$ cat src/rtl/wb_gpio_slave.sv
// Wishbone classic-cycle GPIO responder: OUT/OE/IEN registers, synchronized IN,
// sticky rising-edge ISTAT flags (write-1-to-clear) and a registered level interrupt.
module wb_gpio_slave #(
  parameter int GPIO_W = 32
) (
  input  logic              clk,
  input  logic              rst,
  input  logic [31:0]       wb_addr_i,
  input  logic [31:0]       wb_data_i,
  output logic [31:0]       wb_data_o,
  input  logic              wb_we_i,
  input  logic [3:0]        wb_sel_i,
  input  logic              wb_stb_i,
  input  logic              wb_cyc_i,
  output logic              wb_ack_o,
  input  logic [GPIO_W-1:0] gpio_i,
  output logic [GPIO_W-1:0] gpio_o,
  output logic [GPIO_W-1:0] gpio_oe_o,
  output logic              int_o
);

  typedef enum logic {
    ST_IDLE,
    ST_ACK
  } state_e;

  typedef enum logic [2:0] {
    OFF_IN    = 3'd0,
    OFF_OUT   = 3'd1,
    OFF_OE    = 3'd2,
    OFF_IEN   = 3'd3,
    OFF_ISTAT = 3'd4
  } offset_e;

  state_e            state_q, state_d;
  logic              ack_q, ack_d;
  logic [31:0]       rdata_q, rdata_d;
  logic [GPIO_W-1:0] out_q, out_d;
  logic [GPIO_W-1:0] oe_q, oe_d;
  logic [GPIO_W-1:0] ien_q, ien_d;
  logic [GPIO_W-1:0] istat_q, istat_d;
  logic              int_q, int_d;
  logic [GPIO_W-1:0] sync1_q, in_q, prev_q;

  logic              access;
  logic              wr_en;
  logic [2:0]        offset;
  logic [31:0]       be_mask;
  logic [GPIO_W-1:0] lane_mask;
  logic [GPIO_W-1:0] wdata;
  logic [GPIO_W-1:0] edge_det;
  logic [31:0]       rd_word;

  // Block base decode and byte offset are handled upstream.
  logic unused_addr_bits;
  assign unused_addr_bits = ^{wb_addr_i[31:5], wb_addr_i[1:0]};

  // ACK is not a sampling state, so a held strobe gets one ack per two cycles.
  assign access   = (state_q == ST_IDLE) && wb_stb_i && wb_cyc_i;
  assign wr_en    = access && wb_we_i;
  assign offset   = wb_addr_i[4:2];
  assign wdata    = wb_data_i[GPIO_W-1:0];
  assign edge_det = in_q & ~prev_q;

  // NOTE: every variable written in always_comb gets a default first; a path
  // that leaves one unassigned infers a latch.
  always_comb begin
    be_mask = '0;
    for (int n = 0; n < 4; n++) begin
      be_mask[8*n +: 8] = {8{wb_sel_i[n]}};
    end
    lane_mask = be_mask[GPIO_W-1:0];
  end

  // Read mux is zero-extended; the byte lanes do not mask read data.
  always_comb begin
    rd_word = '0;
    case (offset)
      OFF_IN:    rd_word[GPIO_W-1:0] = in_q;
      OFF_OUT:   rd_word[GPIO_W-1:0] = out_q;
      OFF_OE:    rd_word[GPIO_W-1:0] = oe_q;
      OFF_IEN:   rd_word[GPIO_W-1:0] = ien_q;
      OFF_ISTAT: rd_word[GPIO_W-1:0] = istat_q;
      default:   rd_word = '0;
    endcase
  end

  always_comb begin
    state_d = state_q;
    ack_d   = 1'b0;
    rdata_d = '0;
    case (state_q)
      ST_IDLE: begin
        if (access) begin
          state_d = ST_ACK;
          ack_d   = 1'b1;
          if (!wb_we_i) begin
            rdata_d = rd_word;
          end
        end
      end
      ST_ACK:  state_d = ST_IDLE;
      default: state_d = ST_IDLE;
    endcase
  end

  always_comb begin
    out_d = out_q;
    oe_d  = oe_q;
    ien_d = ien_q;
    if (wr_en) begin
      case (offset)
        OFF_OUT: out_d = (out_q & ~lane_mask) | (wdata & lane_mask);
        OFF_OE:  oe_d  = (oe_q  & ~lane_mask) | (wdata & lane_mask);
        OFF_IEN: ien_d = (ien_q & ~lane_mask) | (wdata & lane_mask);
        default: ;
      endcase
    end
  end

  // A fresh edge on the same cycle as its W1C clear keeps the flag set.
  always_comb begin
    istat_d = istat_q | edge_det;
    if (wr_en && (offset == OFF_ISTAT)) begin
      istat_d = (istat_q & ~(wdata & lane_mask)) | edge_det;
    end
    int_d = |(istat_q & ien_q);
  end

  // NOTE: sequential state uses non-blocking assignments only, so every flop
  // samples the pre-edge value of every other flop regardless of statement order.
  always_ff @(posedge clk or negedge rst) begin
    if (!rst) begin
      state_q <= ST_IDLE;
      ack_q   <= 1'b0;
      rdata_q <= '0;
      out_q   <= '0;
      oe_q    <= '0;
      ien_q   <= '0;
      istat_q <= '0;
      int_q   <= 1'b0;
      sync1_q <= '0;
      in_q    <= '0;
      prev_q  <= '0;
    end else begin
      state_q <= state_d;
      ack_q   <= ack_d;
      rdata_q <= rdata_d;
      out_q   <= out_d;
      oe_q    <= oe_d;
      ien_q   <= ien_d;
      istat_q <= istat_d;
      int_q   <= int_d;
      sync1_q <= gpio_i;
      in_q    <= sync1_q;
      prev_q  <= in_q;
    end
  end

  assign wb_ack_o  = ack_q;
  assign wb_data_o = rdata_q;
  assign gpio_o    = out_q;
  assign gpio_oe_o = oe_q;
  assign int_o     = int_q;

endmodule

$ cat config.mk
export PLATFORM = sky130hd
export DESIGN_NAME = wb_gpio_slave
export DESIGN_NICKNAME = d
export VERILOG_FILES = /design/src/rtl/wb_gpio_slave.sv
export SDC_FILE = /design/constraint.sdc
export NUM_CORES = 1
export LEC_CHECK = 0
export CAP_MARGIN = 20
export CORE_MARGIN = 8
export CORE_UTILIZATION = 50
export CTS_CLUSTER_DIAMETER = 50
export DETAILED_ROUTE_END_ITERATION = 8
export HOLD_SLACK_MARGIN = 0.03
export PLACE_DENSITY = 0.86
export SYNTH_ARGS = -nofsm -noshare
export SYNTH_HDL_FRONTEND = slang
export SYNTH_SLANG_ARGS = --single-unit
$ cat constraint.sdc
create_clock -name clk -period 3 [get_ports clk]
set_clock_uncertainty 0.2 [all_clocks]
set_input_delay 0.75 -clock clk [delete_from_list [all_inputs] [get_ports clk]]
set_output_delay 0.75 -clock clk [all_outputs]
set_load 0.02 [all_outputs]
==> After elaboration in Yosys (flattened, before gate mapping) <==
Cells that the tools add are included.
{ "totals": {"reg_bits": 259, "latch_bits": 0, "ram_bits": 0, "mem_bits_ro": 0, "in_bits": 105, "out_inout_bits": 98, "elab_cells": 48, "memories": 0} }
{ "classes": {"n_addsub": 0, "mul": 0, "n_div": 0, "order_cmp": 0, "n_eq_ne": 4, "shift": 0, "n_mux": 8, "n_bitwise": 16, "n_reduce_logical": 9} }
{ "op_table": {"columns": ["cell", "n"], "rows": [
  ["32-bit AND", 7],
  ["32-bit bitwise OR", 5],
  ["32-bit one-hot mux with 5 select lines", 1],
  ["32-bit two-way mux", 4],
  ["32-bit NOT", 3],
  ["32-bit OR reduction", 1],
  ["3-bit by 2-bit == test with 1-bit output, second input constant", 2],
  ["2-bit AND reduction", 3],
  ["1-bit logical AND", 4],
  ["3-bit by 1-bit == test with 1-bit output, second input constant", 1],
  ["3-bit == test, second input constant", 1],
  ["3-bit zero test", 1],
  ["1-bit two-way mux", 2],
  ["1-bit one-hot mux with 2 select lines", 1],
  ["1-bit NOT", 1]
]} }

==> Depth between registers and ports, before layout <==
{ "logic_depth": {"depth_word": 6, "ltp_mapped": 6, "mapped_depth_nobuf": 3} }

==> Worst setup path before layout <==
Ideal clock, no wire load.
{ "synth_path": {"path_type": "input port to flip-flop", "from": "input port wb_addr_i[3]", "to": "register rdata_q[0], in the netlist wb_data_o[0]", "setup_ns": 0.134, "t_arrival_ns": 1.769, "t_required_ns": 2.666, "path_slack_ns": 0.897, "stages": 5, "path_buffers": 2, "cell_sequence": "buf_6 > buf_2 > mux2_2 > a222oi_1 > a21oi_1"} }
{ "synth_between": {"elab_chain_cells": 5} }
{ "synth_lines": {"columns": ["element", "line_no", "text"], "rows": [
  ["from (decl)", "8", "input logic [31:0] wb_addr_i,"],
  ["3-bit == test, or another cell as far along", "78", "case (offset)"],
  ["32-bit one-hot mux with 5 select lines (*)", "78", null],
  ["32-bit two-way mux (*)", "97", "if (!wb_we_i) begin"],
  ["32-bit two-way mux (*)", "94", "if (access) begin"],
  ["32-bit two-way mux (*)", "92", "case (state_q)"],
  ["net rdata_d[0]", "37", "logic [31:0] rdata_q, rdata_d;"],
  ["to (signal assigned)", "148", "rdata_q <= rdata_d;"],
  ["to (decl)", "37", null]
]} }
Mark *: on every way through the listed nets, which the timed path passes. The rest lies on a longest branch.
A chain may end at the register's enable or synchronous reset.

==> results.yml <==
run:
  cap_violations: 0
logic_synthesis:
  synth_area_leaders: "dfrtp_1, mux2_2, a221o_1, a222oi_1, mux2_4"
  synth_commonest_cells: "dfrtp_1, mux2_2, nor2b_1, inv_1, a221o_1"
  syn_inst: 657
  yosysUniqueCellTypes: 33
  synth_top_area_frac: 0.645
  synth.most_common_cell: "dfrtp_1"
  synthesis.area_mm2: 0.0100
  avgSynthCellArea_um2: 15.2
  synth_nets: 762
  synth_area_leader_cell: "dfrtp_1"
  ys_ff_latch: 258
  async_flop_share: 1.00
  synth_seq_area_share: 0.645
  synth_edf_count: 0
  synthFlopType: "dfrtp_1"
  yosys_warnings: 0
route:
  detail_route.wirelength_mm: 25.9
  drc: 0
  dr.first_iter.drc_count: 628
  antenna_left: 0
  vias: 6457
  wl_per_cell_um: 22.8
  drt_pre_antenna_iters: 9
  viasPerCell: 5.68
floorplan:
  dieArea_mm2: 0.0248
  initial_core_util: 0.512
  die_w_um: 157
  io_pins: 203
  die_h_um: 157
  core_mm2: 0.0195
  row_count: 51
worst_setup_path:
  critPathKind: "input port to flop"
  end_kind: "flop"
  arrival_ns: 2.80
  crit_path_start_kind: "input port"
  cp_max_fo: 17
  cp.required_ns: 3.21
global_routing:
  grt_pass1_vias: 6915
  grt_overflow: 0
  grt_pass1_wl_mm: 40.3
  grt_max_degree: 65
  grt_util_all_layers: 0.212
  antenna_found_initial: 2
timing:
  fmax_ghz: 0.387
  fin_crit_ns: 2.58
  worstMarginPinSlew_ns: 0.504
  hold_violations: 0
  slew_violations: 0
  rsz0062_at_grt: "no"
  relSlewSlack: 0.664
  setup_viol: 0
  fin_crit_sh: 0.861
cells_and_area:
  fillers: 1388
  design_area_mm2: 0.0130
  fin_nets: 958
  layout-drive-gt1-share: 0.248
  area_growth_pct: 30.3
  final_cells: 1136
  diodes: 0
clock_tree:
  htreeDepth: 1
  cts_num_sinks: 258
  cts_tree: "built"
  postCtsSetupRepairBufs: 0
  post_cts_resized: 0
  clk_path_buf_depth: 3
  cts_buffers: 27
  clkLatencyLatePin_ns: 0.53
  clk_pin_slew_ns: 0.06
  cts-root-buf: "clkbuf_16"
place:
  gp_congestion: 0.822
  post_dp_cell_area_mm2: 0.0122
  dp_cells: 1088
  dp_hpwl_mm: 17.9
  port_buffers: 173
power:
  p_per_area_mw_per_mm2: 624
  power.total_uw: 8130
  ir_drop_uv: 416
  p_leak_uw: 0.00573
worst_hold_path:
  min_path_type: "flop to flop"
status:
  status: "finished clean"
## through the flow
stage / worst slack, ns / util / hold WS, ns / setup TNS, ns
finish: 0.417 / 0.668 / 0.138 / 0
global route: 0.370 / 0.668 / 0.149 / 0
CTS: 0.432 / 0.668 / 0.141 / 0
detailed placement: -0.0999 / 0.623 / 0.135 / -1.46
global placement: -0.00507 / 0.623 / 0.134 / -0.0323
floorplan: 0.897 / - / 0.131 / 0
## logic make-up after synthesis
group | count (synthesis) | synth area share
simple gates | 94 | 0.0810
flops | 258 | 0.645
buf+inv | 63 | 0.0301
compound gates | 113 | 0.0926
mux | 129 | 0.151
## metal layers
metal,share of wire,up-vias,global-route usage
li1,-,2845,-
met1,0.42,3293,0.288
met2,0.48,268,0.335
met3,0.086,47,0.0535
met4,0.018,4,0.0508
met5,0.00077,-,0
## layout make-up
type	instances	area (um2)	area share
timing repair buffer	197	1990	0.153
multi-input combinational	336	3270	0.250
tap	265	332	0.0254
inverter	33	124	0.00950
clock inverter	6	42.5	0.00326
clock buffer	41	828	0.0635
sequential	258	6460	0.495
## worst paths after layout
kind	from	end	slack, ns	depth (start not counted)
hold / removal	sync1_q[26]	in_q[26]	0.14	0
min in group asynchronous	rst	sync1_q[0]	0.56	2
setup / recovery	wb_addr_i[4]	flop	0.42	4
hold reg to reg	sync1_q[26]	in_q[26]	0.14	0
max in group asynchronous	rst	istat_q[18]	1.34	3
setup reg to reg	wb_ack_o	flop	0.87	4
## report_power, final
group          switching [uW]  internal (uW)
Clock                    1310           1900
Sequential                174           3710
Combinational             502            542
Total                    1980           6150
## cell usage in the layout (no fill, tap or decap), types with 10 or more instances in the layout
| master | Yosys | routed |
|---|---|---|
| clkbuf_8 | 0 | 10 |
| a22oi_1 | 16 | 16 |
| nor2b_1 | 34 | 33 |
| clkdlybuf4s50_1 | 0 | 171 |
| clkbuf_16 | 0 | 27 |
| nand3b_1 | 31 | 31 |
| a21oi_1 | 31 | 31 |
| inv_1 | 33 | 33 |
| dfrtp_1 | 258 | 258 |
| buf_4 | 7 | 17 |
| a221o_1 | 32 | 32 |
| mux2_2 | 112 | 112 |
| mux2_4 | 16 | 16 |
| a222oi_1 | 31 | 31 |
## worst max-delay path, cell delays in order
cell	delay [ns]
clkdlybuf4s50_1	0.61
and3b_2	0.66
nand3_2	0.38
mux2_2	0.37
## repair_timing
action	CTS	global route
hold buffers	1	0
endpoints found under the hold margin	59	0
setup endpoints to repair	0	0
(Power assumes the default switching activity.)
